[config.mk]
export PLATFORM = sky130hd
export DESIGN_NAME = id_ex_pipe_reg
export DESIGN_NICKNAME = d
export VERILOG_FILES = /design/src/rtl/pipeline_pkg.sv /design/src/rtl/load_use_detect.sv /design/src/rtl/id_ex_pipe_reg.sv
export SDC_FILE = /design/constraint.sdc
export NUM_CORES = 1
export LEC_CHECK = 0
export CAP_MARGIN = 10
export CORE_MARGIN = 3
export CORE_UTILIZATION = 40
export CTS_BUF_LIST = sky130_fd_sc_hd__clkbuf_4 sky130_fd_sc_hd__clkbuf_8
export DETAILED_ROUTE_END_ITERATION = 6
export GPL_ROUTABILITY_DRIVEN = 0
export PLACE_DENSITY = 0.86
export SLEW_MARGIN = 0
export SYNTH_ARGS = -nofsm -noshare
export SYNTH_HDL_FRONTEND = slang
export SYNTH_SLANG_ARGS = --single-unit
[constraint.sdc]
create_clock -name clk -period 7.5 [get_ports clk]
set_input_delay 1.5 -clock clk [delete_from_list [all_inputs] [get_ports clk]]
set_output_delay 1.5 -clock clk [all_outputs]
set_load 0.03 [all_outputs]
[src/rtl/pipeline_pkg.sv]
// Shared definitions for the 5-stage MIPS pipeline: default widths, ALU op
// class encodings and the packed control bundle carried between stages.
package pipeline_pkg;

    localparam int DATA_W   = 32;
    localparam int REG_W    = 5;
    localparam int ALU_OP_W = 2;

    // ALU op class produced by the main decoder
    localparam logic [ALU_OP_W-1:0] ALU_OP_ADD_SUB_LW_SW = 2'b00;
    localparam logic [ALU_OP_W-1:0] ALU_OP_BEQ           = 2'b01;
    localparam logic [ALU_OP_W-1:0] ALU_OP_R_TYPE        = 2'b10;

    // Decoded control bits travelling with an instruction
    typedef struct packed {
        logic                reg_dst;
        logic                alu_src;
        logic [ALU_OP_W-1:0] alu_op;
        logic                mem_read;
        logic                mem_write;
        logic                reg_write;
        logic                mem_to_reg;
        logic                branch;
    } ctrl_t;

    // A bubble carries no side effects at all
    localparam ctrl_t CTRL_BUBBLE = '0;

    // Drop the control bits of an invalid instruction so it cannot write state
    function automatic ctrl_t mask_ctrl(input ctrl_t ctrl, input logic valid);
        return valid ? ctrl : CTRL_BUBBLE;
    endfunction

endpackage

[src/rtl/load_use_detect.sv]
// Load-use hazard comparator: flags when the load now in EX writes a
// register that the instruction in ID reads. Purely combinational so a
// forwarding unit can reuse it.
module load_use_detect #(
    parameter int REG_W = 5
) (
    input  logic             id_valid,
    input  logic [REG_W-1:0] id_rs,
    input  logic [REG_W-1:0] id_rt,
    input  logic             ex_valid,
    input  logic             ex_mem_read,
    input  logic [REG_W-1:0] ex_rt,
    output logic             load_use_stall
);

    logic [REG_W-1:0] src_reg [2];
    logic [1:0]       src_hit;

    assign src_reg[0] = id_rs;
    assign src_reg[1] = id_rt;

    // One comparator per ID source specifier
    generate
        for (genvar gi = 0; gi < 2; gi++) begin : g_src_cmp
            assign src_hit[gi] = (ex_rt == src_reg[gi]);
        end
    endgenerate

    // $zero is never a real destination, so it can never cause a stall
    assign load_use_stall = id_valid & ex_valid & ex_mem_read
                          & (ex_rt != '0) & (|src_hit);

endmodule

[src/rtl/id_ex_pipe_reg.sv]
// ID/EX pipeline register with load-use hazard detection, external hold
// and flush. Per edge: flush > hold > load-use bubble > normal capture.
// Optional macro ID_EX_PC_TRACE_EN adds an id_pc -> ex_pc trace path.
module id_ex_pipe_reg #(
    parameter int DATA_W   = pipeline_pkg::DATA_W,
    parameter int REG_W    = pipeline_pkg::REG_W,
    parameter int ALU_OP_W = pipeline_pkg::ALU_OP_W
) (
    input  logic                clk,
    input  logic                reset,
    input  logic                id_valid,
    input  logic [DATA_W-1:0]   id_read_data_1,
    input  logic [DATA_W-1:0]   id_read_data_2,
    input  logic [DATA_W-1:0]   id_sign_ext_imm,
    input  logic [REG_W-1:0]    id_rs,
    input  logic [REG_W-1:0]    id_rt,
    input  logic [REG_W-1:0]    id_rd,
    input  logic                id_reg_dst,
    input  logic                id_alu_src,
    input  logic                id_mem_read,
    input  logic                id_mem_write,
    input  logic                id_reg_write,
    input  logic                id_mem_to_reg,
    input  logic                id_branch,
    input  logic [ALU_OP_W-1:0] id_alu_op,
`ifdef ID_EX_PC_TRACE_EN
    input  logic [DATA_W-1:0]   id_pc,
    output logic [DATA_W-1:0]   ex_pc,
`endif
    input  logic                flush,
    input  logic                hold,
    output logic                ex_valid,
    output logic [DATA_W-1:0]   ex_read_data_1,
    output logic [DATA_W-1:0]   ex_read_data_2,
    output logic [DATA_W-1:0]   ex_sign_ext_imm,
    output logic [REG_W-1:0]    ex_rs,
    output logic [REG_W-1:0]    ex_rt,
    output logic [REG_W-1:0]    ex_rd,
    output logic                ex_reg_dst,
    output logic                ex_alu_src,
    output logic                ex_mem_read,
    output logic                ex_mem_write,
    output logic                ex_reg_write,
    output logic                ex_mem_to_reg,
    output logic                ex_branch,
    output logic [ALU_OP_W-1:0] ex_alu_op,
    output logic                load_use_stall
);

    import pipeline_pkg::*;

    logic              valid_reg;
    logic [DATA_W-1:0] read_data_1_reg;
    logic [DATA_W-1:0] read_data_2_reg;
    logic [DATA_W-1:0] sign_ext_imm_reg;
    logic [REG_W-1:0]  rs_reg;
    logic [REG_W-1:0]  rt_reg;
    logic [REG_W-1:0]  rd_reg;
    ctrl_t             ctrl_reg;
    ctrl_t             id_ctrl;
    logic              bubble;

    assign id_ctrl = '{
        reg_dst:    id_reg_dst,
        alu_src:    id_alu_src,
        alu_op:     id_alu_op,
        mem_read:   id_mem_read,
        mem_write:  id_mem_write,
        reg_write:  id_reg_write,
        mem_to_reg: id_mem_to_reg,
        branch:     id_branch
    };

    load_use_detect #(
        .REG_W (REG_W)
    ) u_load_use_detect (
        .id_valid       (id_valid),
        .id_rs          (id_rs),
        .id_rt          (id_rt),
        .ex_valid       (valid_reg),
        .ex_mem_read    (ctrl_reg.mem_read),
        .ex_rt          (rt_reg),
        .load_use_stall (load_use_stall)
    );

    // Flush always squashes; a load-use bubble only when the pipe is not frozen
    assign bubble = flush | (~hold & load_use_stall);

    // Stage register: clear on reset or bubble, keep on hold, otherwise capture
    always_ff @(posedge clk or posedge reset) begin
        if (reset) begin
            valid_reg        <= 1'b0;
            read_data_1_reg  <= '0;
            read_data_2_reg  <= '0;
            sign_ext_imm_reg <= '0;
            rs_reg           <= '0;
            rt_reg           <= '0;
            rd_reg           <= '0;
            ctrl_reg         <= CTRL_BUBBLE;
        end else if (bubble) begin
            valid_reg        <= 1'b0;
            read_data_1_reg  <= '0;
            read_data_2_reg  <= '0;
            sign_ext_imm_reg <= '0;
            rs_reg           <= '0;
            rt_reg           <= '0;
            rd_reg           <= '0;
            ctrl_reg         <= CTRL_BUBBLE;
        end else if (!hold) begin
            valid_reg        <= id_valid;
            read_data_1_reg  <= id_read_data_1;
            read_data_2_reg  <= id_read_data_2;
            sign_ext_imm_reg <= id_sign_ext_imm;
            rs_reg           <= id_rs;
            rt_reg           <= id_rt;
            rd_reg           <= id_rd;
            ctrl_reg         <= mask_ctrl(id_ctrl, id_valid);
        end
    end

`ifdef ID_EX_PC_TRACE_EN
    logic [DATA_W-1:0] pc_reg;

    // Trace PC follows exactly the same reset/bubble/hold rules as the stage
    always_ff @(posedge clk or posedge reset) begin
        if (reset) begin
            pc_reg <= '0;
        end else if (bubble) begin
            pc_reg <= '0;
        end else if (!hold) begin
            pc_reg <= id_pc;
        end
    end

    assign ex_pc = pc_reg;
`endif

    assign ex_valid        = valid_reg;
    assign ex_read_data_1  = read_data_1_reg;
    assign ex_read_data_2  = read_data_2_reg;
    assign ex_sign_ext_imm = sign_ext_imm_reg;
    assign ex_rs           = rs_reg;
    assign ex_rt           = rt_reg;
    assign ex_rd           = rd_reg;
    assign ex_reg_dst      = ctrl_reg.reg_dst;
    assign ex_alu_src      = ctrl_reg.alu_src;
    assign ex_alu_op       = ctrl_reg.alu_op;
    assign ex_mem_read     = ctrl_reg.mem_read;
    assign ex_mem_write    = ctrl_reg.mem_write;
    assign ex_reg_write    = ctrl_reg.reg_write;
    assign ex_mem_to_reg   = ctrl_reg.mem_to_reg;
    assign ex_branch       = ctrl_reg.branch;

endmodule

Word-level counts from Yosys, hierarchy flattened
Index checks and enable logic that the tools add are counted.
{"block": "op_classes", "n_reduce_logical": 2, "mux": 17, "bitwise": 7, "n_eq_ne": 3}
{"cell": "$mux 32", "count": 6}
{"cell": "$mux 5", "count": 6}
{"cell": "$mux 9", "count": 3}
{"cell": "$eq 5x5->1", "count": 2}
{"cell": "$and 1x1->1", "count": 5}
{"cell": "$reduce_bool 5->1", "count": 1}
{"cell": "$mux 1", "count": 2}
{"cell": "$ne 2x1->1 const B", "count": 1}
{"cell": "$reduce_or 2->1", "count": 1}
{"cell": "$not 1->1", "count": 1}
{"cell": "$or 1x1->1", "count": 1}
{"block": "word_totals", "output_inout_bits": 122, "input_bits": 125, "word_cells": 44, "regBits": 121}

Longest topological paths before layout
{"block": "depth", "ltp_word": 7, "depth_mapped": 8, "depth_no_buf": 6}

Modules after synthesis
Synthesis repeated with hierarchy kept, for this count alone.
{"block": "hier_totals", "cells_unflattened": 554, "hier_area_um2": 5596.6}
{"mod": "id_ex_pipe_reg", "instances": 1, "cells_per_inst": 537, "seq_area_each_um2": 3027.9, "area_per_inst_um2": 5467.7}
{"mod": "load_use_detect", "instances": 1, "cells_per_inst": 17, "seq_area_each_um2": 0.0, "area_per_inst_um2": 128.9}

Least setup slack after synthesis
OpenSTA, ideal clock, no wires.
{"block": "synth_path", "kind": "input-to-output", "start": "in id_rs[2]", "end": "out load_use_stall", "path_buffers": 2, "path_stages": 7, "required_ps": 6000, "setup_slack_ps": 3357, "arrival_time_ps": 2643, "cell_sequence": "xor2_1 > nor3_1 > a22oi_1 > or2_1 > buf_4 > inv_2 > buf_2"}
{"block": "synth_via", "elab_chain_cells": 3}
{"item": "start: declaration", "line": "id_ex_pipe_reg.sv:15", "text": "input logic [REG_W-1:0] id_rs,"}
{"item": "$eq 5x5->1", "line": "load_use_detect.sv:25", "text": "assign src_hit[gi] = (ex_rt == src_reg[gi]);"}
{"item": "$reduce_or 2->1", "line": "load_use_detect.sv:31", "text": "& (ex_rt != '0) & (|src_hit);"}
{"item": "$and 1x1->1", "line": "load_use_detect.sv:31"}
{"item": "end: declaration", "line": "id_ex_pipe_reg.sv:47", "text": "output logic load_use_stall"}
No other way between the ends.

Final worst setup path
Ends and elaborated chain as after synthesis.

==> results.ini <==
[setup_path]
path_buf_inv = 4
cp_cell_sequence = clkdlybuf4s50_1, xor2_1, nor3_1, a22oi_1, or2_1, buf_4, inv_2, clkdlybuf4s50_1
worstPathArrival_ps = 3750
critPathMaxFanout = 42
crit_type = input port to primary output
critPathTopFamily = buffers and inverters
cp.required_ps = 6000
slowest_stage = clkdlybuf4s50_1
start_kind = input port
critPathMostFrequentCell = clkdlybuf4s50_1
max_stage_delay_ps = 670
crit_path_end_kind = primary output

[global_routing]
grt_pass1_vias = 4717
grt-ovfl-total = 0
grtUsageTotal_pct = 22.0
grt_start_max_net_pins = 81
antenna_found_initial = 1
grt_pass1_wl_um = 24400

[cells_and_area]
final_nets = 820
synthToLayoutAreaGrowth_pct = 58.4
final_core_util_pct = 65.3
drive_above_1_share_pct = 7.49

[yosys]
ys_top_cells_by_area = dfrtp_1 (61%), nand2_1 (11%), o22ai_1 (8.3%)
synth_nets = 597
yosys.area.top_type = dfrtp_1
synth_seq_cells = 121
synth_edf_count = 0
synthFlopType = dfrtp_1
yosys_warnings = 0
async_flop_share_pct = 100
avgSynthCellArea_sq_um = 10.5
yosysTopAreaCellShare_pct = 60.9
syn-cell-area_sq_mm = 0.00497
syn_inst = 472
synth_seq_area_share_pct = 60.9
ys_types = 23

[floorplan]
dieHeight_um = 117
std_cell_rows = 40
die-area_sq_mm = 0.0138
fp.coreArea_sq_mm = 0.0121
boundaryPins = 247
die_x_um = 117
initial_core_util_pct = 41.2

[clocking]
numCtsBuffers = 17
postCtsSetupRepairBufs = 0
clk_latency_ps = 420
cts.clk_slew.worst_paths_ps = 70
h-tree-depth = 4
clock-root-buffer = clkbuf_8
cts_resized = 0
cts_buffer_depth = 2
cts_sinks = 121
holdBufCountCts = 0
cts_tree = built

[sta]
rsz0062_at_grt = no
finalHoldViolCount = 0
setup_viol = 0
fmax_ghz = 0.191
drv_slew = 0
tns_ps = 0
worstMarginPinSlew_ps = 1190
min_period_ps = 5250
slew_headroom_pct = 20.2
finalCritPeriodShare_pct = 70.0
clock_skew_ps = 8.44
setup_ws_ps = 2250

[place]
dp_slack_ps = 2240
hpwlAfterDp_um = 10400
port_buffers = 246

[hold_path]
hold_path_class = register to register

[drt]
wl_per_cell_um = 17.3
drcViolationCount = 0
wl_um = 15200
drt_iter0_drc = 339
final_antenna_net_count = 0
dr.pass1.iters = 5
avgViaCountPerCell = 5.29
dr_total_vias = 4641

[power]
powerDensity_mw_per_mm2 = 202
p_leak_uw = 0.00329
ir_drop_mv = 0.110

[job]
cap_viol_max_count = 0

[run_status]
status = completed

## synth_stat cells (2+ instances only)
| master | n |
|---|---|
| a32o_1 | 41 |
| buf_2 | 10 |
| buf_6 | 2 |
| clkbuf_1 | 35 |
| dfrtp_1 | 121 |
| inv_1 | 6 |
| nand2_1 | 141 |
| nand3_1 | 9 |
| nor2_1 | 3 |
| nor3_1 | 2 |
| o21ai_0 | 9 |
| o22ai_1 | 66 |
| o41ai_2 | 4 |
| or3b_2 | 5 |
| xor2_1 | 10 |
## stage by stage
stage	total power, uW	area (sq um)	cells	hold slack, ps
after floorplan	867	4970	472	657
after global placement	1030	7480	844	465
after detailed placement	1030	7480	844	467
after CTS	1600	7870	876	489
after global routing	1650	7880	877	502
final	1590	7880	877	482
## path summary, 6_finish.rpt
path                            slack (ps)                             end  depth (start not counted)                 start
worst max-delay path                  2250                  load_use_stall                          8              id_rs[2]
worst min-delay path                   480            ex_rs[1]$_DFFE_PP0P_                          2  ex_rs[1]$_DFFE_PP0P_
worst max register to register        4770        ex_reg_write$_DFFE_PP0P_                          8  ex_rt[2]$_DFFE_PP0P_
worst min register to register         480            ex_rs[1]$_DFFE_PP0P_                          2  ex_rs[1]$_DFFE_PP0P_
max in group asynchronous             4660   ex_read_data_2[3]$_DFFE_PP0P_                          3                 reset
min in group asynchronous             1510  ex_read_data_2[27]$_DFFE_PP0P_                          2                 reset
## worst register-to-register path, cell delays in order (launching register included)
cell and delay (ps):
dfrtp_1 480, xor2_1 200, nor3_1 250, a22oi_1 120, or2_1 230, buf_4 260, inv_2 130, buf_4 640
o21ai_0 250
## kinds of logic after synthesis
group / share of synthesized area [%]
DFF: 60.9
xor gates and xnor gates: 1.76
AOI/OAI and AO/OA: 19.3
and+or+nand+nor: 13.3
buffers and inverters: 4.78
## routing by layer
layer / global-route usage [%] / wire, um
met1: 26.1 / 5750
met2: 36.2 / 7640
met4: 10.0 / 362
met3: 7.59 / 1420
met5: 0 / 0
## cells in the final DEF (no fill, tap or decap), types with 2 or more instances in the layout
cell / instances
clkdlybuf4s50_1: 244
nand2_1: 141
dfrtp_1: 121
o22ai_1: 66
a32o_1: 41
clkbuf_8: 19
xor2_1: 10
nand3_1: 9
o21ai_0: 9
clkinv_2: 6
buf_4: 6
or3b_2: 5
inv_1: 5
o41ai_2: 4
clkbuf_4: 4
nor3_1: 2
nor2_1: 2
bufinv_16: 2
buf_2: 2
## final cells by class
type / instances / area (sq um)
Clock buffer: 23 / 292
Timing Repair Buffer: 252 / 2500
Inverter: 7 / 28.8
Multi-Input combinational cell: 296 / 1720
Fill cell: 957 / 4190
Sequential cell: 121 / 3030
Tap cell: 168 / 210
Clock inverter: 9 / 97.6
Antenna cell: 1 / 2.50
## power by group
part,switching [uW],internal (uW)
combinational,163,146
sequential,23.3,688
clock,244,324
total,430,1160
(Power assumes the default switching activity.)
